`src/rtl/ms2xs_pkg.sv`:
```
// ms2xs_pkg: width helpers and FSM encoding shared by the ms2xs sequencer
package ms2xs_pkg;
  localparam logic [2:0] ST_IDLE  = 3'd0;
  localparam logic [2:0] ST_FETCH = 3'd1;
  localparam logic [2:0] ST_RUN   = 3'd2;
  localparam logic [2:0] ST_DRAIN = 3'd3;
  localparam logic [2:0] ST_DONE  = 3'd4;
  typedef enum logic [2:0] {
    IDLE  = ST_IDLE,
    FETCH = ST_FETCH,
    RUN   = ST_RUN,
    DRAIN = ST_DRAIN,
    DONE  = ST_DONE
  } state_t;
  // bits needed to hold the value x, never less than one
  function automatic int clog2(input int x);
    int r;
    r = 1;
    for (int i = 1; i < 31; i++) if ((1 << i) <= x) r = i + 1;
    return r;
  endfunction
  function automatic int ceil_div(input int a, input int b);
    return (a + b - 1) / b;
  endfunction
  function automatic int addr_w(input int n);
    return clog2(n - 1);
  endfunction
  function automatic int blk_w(input int n, input int m);
    return clog2(ceil_div(n, m) - 1);
  endfunction
endpackage

```
`src/rtl/ms2xs_lane_addr.sv`:
```
// ms2xs_lane_addr: one lane's h index, valid and negate flags for row j, block k
module ms2xs_lane_addr
  import ms2xs_pkg::*;
#(
  parameter int N       = 541,
  parameter int M       = 1,
  parameter int L       = 0,
  parameter int NEGACYC = 0,
  parameter int AW      = addr_w(541),
  parameter int EW      = blk_w(541, 1)
) (
  input  logic          run,
  input  logic [AW-1:0] j,
  input  logic [EW-1:0] k,
  output logic [AW-1:0] addr_h,
  output logic          vld,
  output logic          neg
);
  logic [AW:0] e, d;
  logic in_rng, wrap, unused_msb;
  // k*M+l never exceeds 2N-3, so AW+1 bits hold it and e+N without overflow
  assign e = (AW+1)'(k) * (AW+1)'(M) + (AW+1)'(L);
  assign in_rng = e < (AW+1)'(N);
  assign wrap = e < {1'b0, j};
  assign d = wrap ? e + (AW+1)'(N) - {1'b0, j} : e - {1'b0, j};
  assign unused_msb = d[AW];
  assign vld = run && in_rng;
  assign neg = (NEGACYC != 0) && vld && wrap;
  assign addr_h = vld ? d[AW-1:0] : '0;
endmodule

```
`src/rtl/ms2xs_mult_seq.sv`:
```
// ms2xs_mult_seq: row/block sequencer for a polynomial multiplier; MS2XS_ZERO_SKIP_EN skips zero r rows
module ms2xs_mult_seq
  import ms2xs_pkg::*;
#(
  parameter int N       = 541,
  parameter int Q       = 2048,
  parameter int M       = 1,
  parameter int RD_LAT  = 1,
  parameter int NEGACYC = 0,
  localparam int QW = clog2(Q - 1),
  localparam int AW = addr_w(N),
  localparam int K  = ceil_div(N, M),
  localparam int EW = blk_w(N, M)
) (
  input  logic            clk,
  input  logic            rst,
  input  logic            start,
  input  logic [QW-1:0]   r_coef,
  output logic [AW-1:0]   addr_r,
  output logic [EW-1:0]   addr_e,
  output logic [M*AW-1:0] addr_h,
  output logic [M-1:0]    lane_vld,
  output logic [M-1:0]    lane_neg,
  output logic            operate,
  output logic            busy,
  output logic            done,
  output logic            end_op
`ifdef MS2XS_ZERO_SKIP_EN
  ,
  output logic [clog2(N)-1:0] nz_cnt
`endif
);
  localparam int DW = clog2(RD_LAT);
  state_t state;
  logic [AW-1:0] j;
  logic [EW-1:0] k;
  logic [DW-1:0] cnt;
  logic last_k, last_j, run_st;
  assign last_k = k == EW'(K - 1);
  assign last_j = j == AW'(N - 1);
  assign run_st = state == RUN;
  assign busy = state != IDLE;
  assign done = state == DONE;
  assign addr_r = j;
  assign addr_e = k;
`ifdef MS2XS_ZERO_SKIP_EN
  logic skip;
  // r_coef for row j is valid from the first RUN cycle; a zero row ends right there
  assign skip = run_st && k == '0 && r_coef == '0;
  assign operate = run_st && !skip;
  localparam int NZW = clog2(N);
  always_ff @(posedge clk) begin
    if (!rst) nz_cnt <= '0;
    else if (state == IDLE && start) nz_cnt <= '0;
    else if (operate && k == '0) nz_cnt <= nz_cnt + NZW'(1);
  end
`else
  logic unused_r;
  assign unused_r = ^r_coef;
  assign operate = run_st;
`endif
  always_ff @(posedge clk) begin
    if (!rst) begin
      state <= IDLE;
      j <= '0;
      k <= '0;
      cnt <= '0;
      end_op <= 1'b0;
    end else begin
      case (state)
        IDLE: if (start) begin
`ifdef MS2XS_ZERO_SKIP_EN
          state <= FETCH;
`else
          state <= RUN;
`endif
          j <= '0;
          k <= '0;
          cnt <= '0;
          end_op <= 1'b0;
        end
`ifdef MS2XS_ZERO_SKIP_EN
        FETCH: begin
          cnt <= cnt == DW'(RD_LAT - 1) ? '0 : cnt + DW'(1);
          if (cnt == DW'(RD_LAT - 1)) state <= RUN;
        end
        RUN: if (skip || last_k) begin
          k <= '0;
          j <= last_j ? j : j + AW'(1);
          state <= last_j ? DRAIN : FETCH;
        end else begin
          k <= k + EW'(1);
        end
`else
        RUN: if (last_k) begin
          k <= '0;
          j <= last_j ? j : j + AW'(1);
          if (last_j) state <= DRAIN;
        end else begin
          k <= k + EW'(1);
        end
`endif
        DRAIN: begin
          cnt <= cnt == DW'(RD_LAT) ? '0 : cnt + DW'(1);
          if (cnt == DW'(RD_LAT)) begin
            state <= DONE;
            end_op <= 1'b1;
          end
        end
        DONE: begin
          state <= IDLE;
          j <= '0;
          k <= '0;
        end
        default: state <= IDLE;
      endcase
    end
  end
  for (genvar l = 0; l < M; l++) begin : g_lane
    ms2xs_lane_addr #(
      .N(N), .M(M), .L(l), .NEGACYC(NEGACYC), .AW(AW), .EW(EW)
    ) u_lane (
      .run(operate),
      .j(j),
      .k(k),
      .addr_h(addr_h[l*AW +: AW]),
      .vld(lane_vld[l]),
      .neg(lane_neg[l])
    );
  end
endmodule

```
`config.mk`:
```
export PLATFORM = sky130hd
export DESIGN_NAME = ms2xs_mult_seq
export DESIGN_NICKNAME = d
export VERILOG_FILES = /design/src/rtl/ms2xs_pkg.sv /design/src/rtl/ms2xs_lane_addr.sv /design/src/rtl/ms2xs_mult_seq.sv
export SDC_FILE = /design/constraint.sdc
export NUM_CORES = 1
export LEC_CHECK = 0
export CAP_MARGIN = 30
export CORE_MARGIN = 5
export CORE_UTILIZATION = 32
export CTS_CLUSTER_DIAMETER = 50
export DETAILED_ROUTE_END_ITERATION = 6
export SYNTH_ARGS = -nofsm -noshare
export SYNTH_HDL_FRONTEND = slang
export SYNTH_HIERARCHICAL = 1
export SYNTH_SLANG_ARGS = --single-unit
export TNS_END_PERCENT = 100
```
`constraint.sdc`:
```
create_clock -name clk -period 5 [get_ports clk]
set_input_delay 0.75 -clock clk [delete_from_list [all_inputs] [get_ports clk]]
set_output_delay 0.75 -clock clk [all_outputs]
set_load 0.02 [all_outputs]
```
==> impl_metrics.csv <==
group,metric,value,unit
status,status,"complete, no violations",
power_and_ir_drop,p_leak,1.17,nW
global_routing,grt-ovfl-total,0,
timing,rsz0062_at_grt,"false",
synthesis,yosysTopAreaCellShare,0.197,
place,hpwl,4910,µm
critical_path,cp.arrival,3.73,ns
synthesis,synth_area_per_cell,7.86,µm²
critical_path,worstSetupEndpointType,"output port",
global_routing,antenna_found_initial,0,
critical_path,cp.depth,11,
routing,drtAntennaViolNets,0,
timing,setup_tns,0,ns
timing,max_freq,223,MHz
timing,timing.final.hold_violations,0,
power_and_ir_drop,finalPower,0.000389,W
die,initial_core_util,0.328,
critical_path,crit_slowest_cell,"clkdlybuf4s50_1",
timing,maxSlewHeadroom,0.626,
critical_path,cp_common_cell,"inv_1",
critical_path,crit_chain,"inv_1 > ha_1 > inv_1 > fa_1 > a21oi_1 > nor3_1 > a211o_1 > or3b_1 > a311oi_2 > a31o_1 > clkdlybuf4s50_1",
routing,vias,2297,
die,ioPinCount,50,
cells_and_area,area.growth.synth_to_final,19.0,%
place,io_buffers,37,
critical_path,crit_family,"compound AO/OA/AOI/OAI gates",
synthesis,async_reset_ff_frac,0,
timing,clock_skew,0.00708,ns
clock_tree,cts_buffer_depth,2,
place,postPlaceCellArea,2970,µm²
critical_path,worst-r2r-cell-count,5,
clock_tree,cts_tree,"built",
routing,drt_iter0_markers,65,
power_and_ir_drop,powerDensity,129,nW/µm²
critical_path,cp-start-kind,"flop",
critical_path,slowest_delay,0.60,ns
synthesis,yosysMostFrequentCell,"inv_1",
clock_tree,htreeDepth,1,
routing,drcViolationCount,0,
clock_tree,cts_buffers,3,
cells_and_area,antenna_cells,0,
critical_path,cp_max_fo,10,
critical_path,worstPathBufferInverterCount,3,
synthesis,synth_nets,369,
die,die_y,99.0,µm
timing,finalCriticalPeriod,4.48,ns
die,rows,32,
synthesis,ys_warn_count,6,
die,dieArea,9810,µm²
cells_and_area,drive_gt1_frac,0.0704,
cells_and_area,nets,402,
clock_tree,cts_root_buf,"clkbuf_8",
global_routing,grt_pass1_vias,2175,
synthesis,yosys.area.top_type,"dfxtp_1",
clock_tree,hold_buffers,0,
die,die_x,99.0,µm
clock_tree,clock_latency,0.28,ns
timing,worst_pin_slew,0.556,ns
synthesis,ys_types,70,
global_routing,grt_start_max_net_pins,16,
die,coreArea,7730,µm²
routing,wirelength,6100,µm
critical_path,cp_data_required_time,4.25,ns
synthesis,netlist_instances,323,
cells_and_area,fillCellCount,816,
job,cap_violations,0,
place,gp_congestion,0.864,
clock_tree,clock-sinks,25,
hold_path,hold_depth,2,
synthesis,synth-seq-cells,25,
synthesis,synthTopCellsByArea,"dfxtp_1 20%, ha_1 13%, inv_1 6.2%, nor2_1 4.3%, a21oi_1 4.1%",
timing,post-route-period-util,0.896,
clock_tree,clk_pin_slew,0.09,ns
clock_tree,ctsResizeCount,0,
synthesis,synth-edff-count,0,
global_routing,grt.total_usage,0.127,
synthesis,ys_seq_area_frac,0.197,
clock_tree,postCtsSetupRepairBufs,0,
synthesis,synthFlopType,"dfxtp_1",
synthesis,synth.top_cells.by_count,"42 x inv_1, 29 x nor2_1, 27 x ha_1",
timing,drv_slew,0,
routing,firstDrtPassIters,5,
cells_and_area,final_area,3020,µm²
routing,wire_per_inst,13.3,µm
synthesis,syn_area,2540,µm²
hold_path,hold_class,"flop to flop",
global_routing,grt_pass1_wl,10600,µm
timing,setup_viol_count_final,0,
power_and_ir_drop,ir_drop,0.0936,mV
critical_path,critPathKind,"flop to output port",
routing,viasPerCell,5.03,
[worst min-delay path: cells and delay by family, from the launching register on]
kind | cells | cell delay (ns)
flip-flops | 1 | 0.36
AND/OR/NAND/NOR | 1 | 0.07
AO/OA/AOI/OAI | 1 | 0.07
[logic make-up (layout without fill, tap and decap cells)]
logic type | after synthesis | after routing | synth area share
multiplexers | 5 | 5 | 0.0197
buffers and inverters | 52 | 84 | 0.0888
other | 1 | 1 | 0.00148
flip-flops | 25 | 25 | 0.197
AND/OR/NAND/NOR | 116 | 116 | 0.262
XOR/XNOR | 21 | 21 | 0.0725
AO/OA/AOI/OAI | 71 | 71 | 0.186
adder cells (fa/ha/maj) | 32 | 32 | 0.173
[area by class of cell]
type                            count  area, µm²  area share
Clock inverter                      1       7.51     0.00249
Timing Repair Buffer               37        370       0.123
Sequential cell                    25        500       0.166
Clock buffer                        3       41.3      0.0137
Tap cell                          102        128      0.0423
Multi-Input combinational cell    246       1810       0.600
Inverter                           43        161      0.0534
[power breakdown]
part           leakage [nW]  switching (W)  internal (W)
clock                0.0217      0.0000717     0.0000567
sequential            0.202     0.00000518      0.000201
combinational         0.946      0.0000334     0.0000212
total                  1.17       0.000110      0.000278
[registers in the layout, indices dropped and copies added, names as in the netlist]
register  flops
cnt           1
state         3
addr_e       10
end_op        1
addr_r       10
[worst paths after layout]
path                             endpoint  startpoint  slack (ns)
worst max register to register  addr_r[9]    state[1]        2.81
worst min register to register     end_op      end_op        0.53
worst max-delay path            addr_h[9]   addr_r[2]        0.52
worst min-delay path               end_op      end_op        0.53
[stage by stage]
| stage | setup slack [ns] | utilization | instances | hold slack [ns] |
|---|---|---|---|---|
| global placement | 0.850 | 0.385 | 453 | 0.505 |
| floorplan | 1.44 | - | 323 | 0.492 |
| detailed placement | 0.824 | 0.385 | 453 | 0.522 |
| global route | 0.287 | 0.391 | 457 | 0.567 |
| finish | 0.520 | 0.391 | 457 | 0.528 |
| CTS | 0.493 | 0.391 | 457 | 0.540 |
[cell usage in the layout, fill, tap and decap left out, types with 4 or more instances in the layout]
cell type        synthesis  routed
nand2_1                 24      24
nor2_1                  29      29
nand3_1                 13      13
a21oi_1                 21      21
nand4_1                  5       5
fa_1                     5       5
nor3_1                   6       6
nor2b_1                  5       5
xnor2_1                 11      11
ha_1                    27      27
dfxtp_1                 25      25
o21ai_0                 14      14
a31oi_1                  6       6
clkdlybuf4s50_1          0      37
mux2i_1                  5       5
inv_1                   42      42
xor2_1                  10      10
and3_1                   4       4
[routing by layer]
metal,global-route usage,up-vias,wire length (µm)
met4,0.0221,0,47
li1,-,1191,-
met2,0.211,34,2880
met1,0.176,1067,2980
met3,0.0184,5,200
met5,0,-,0
(Power assumes the default switching activity.)
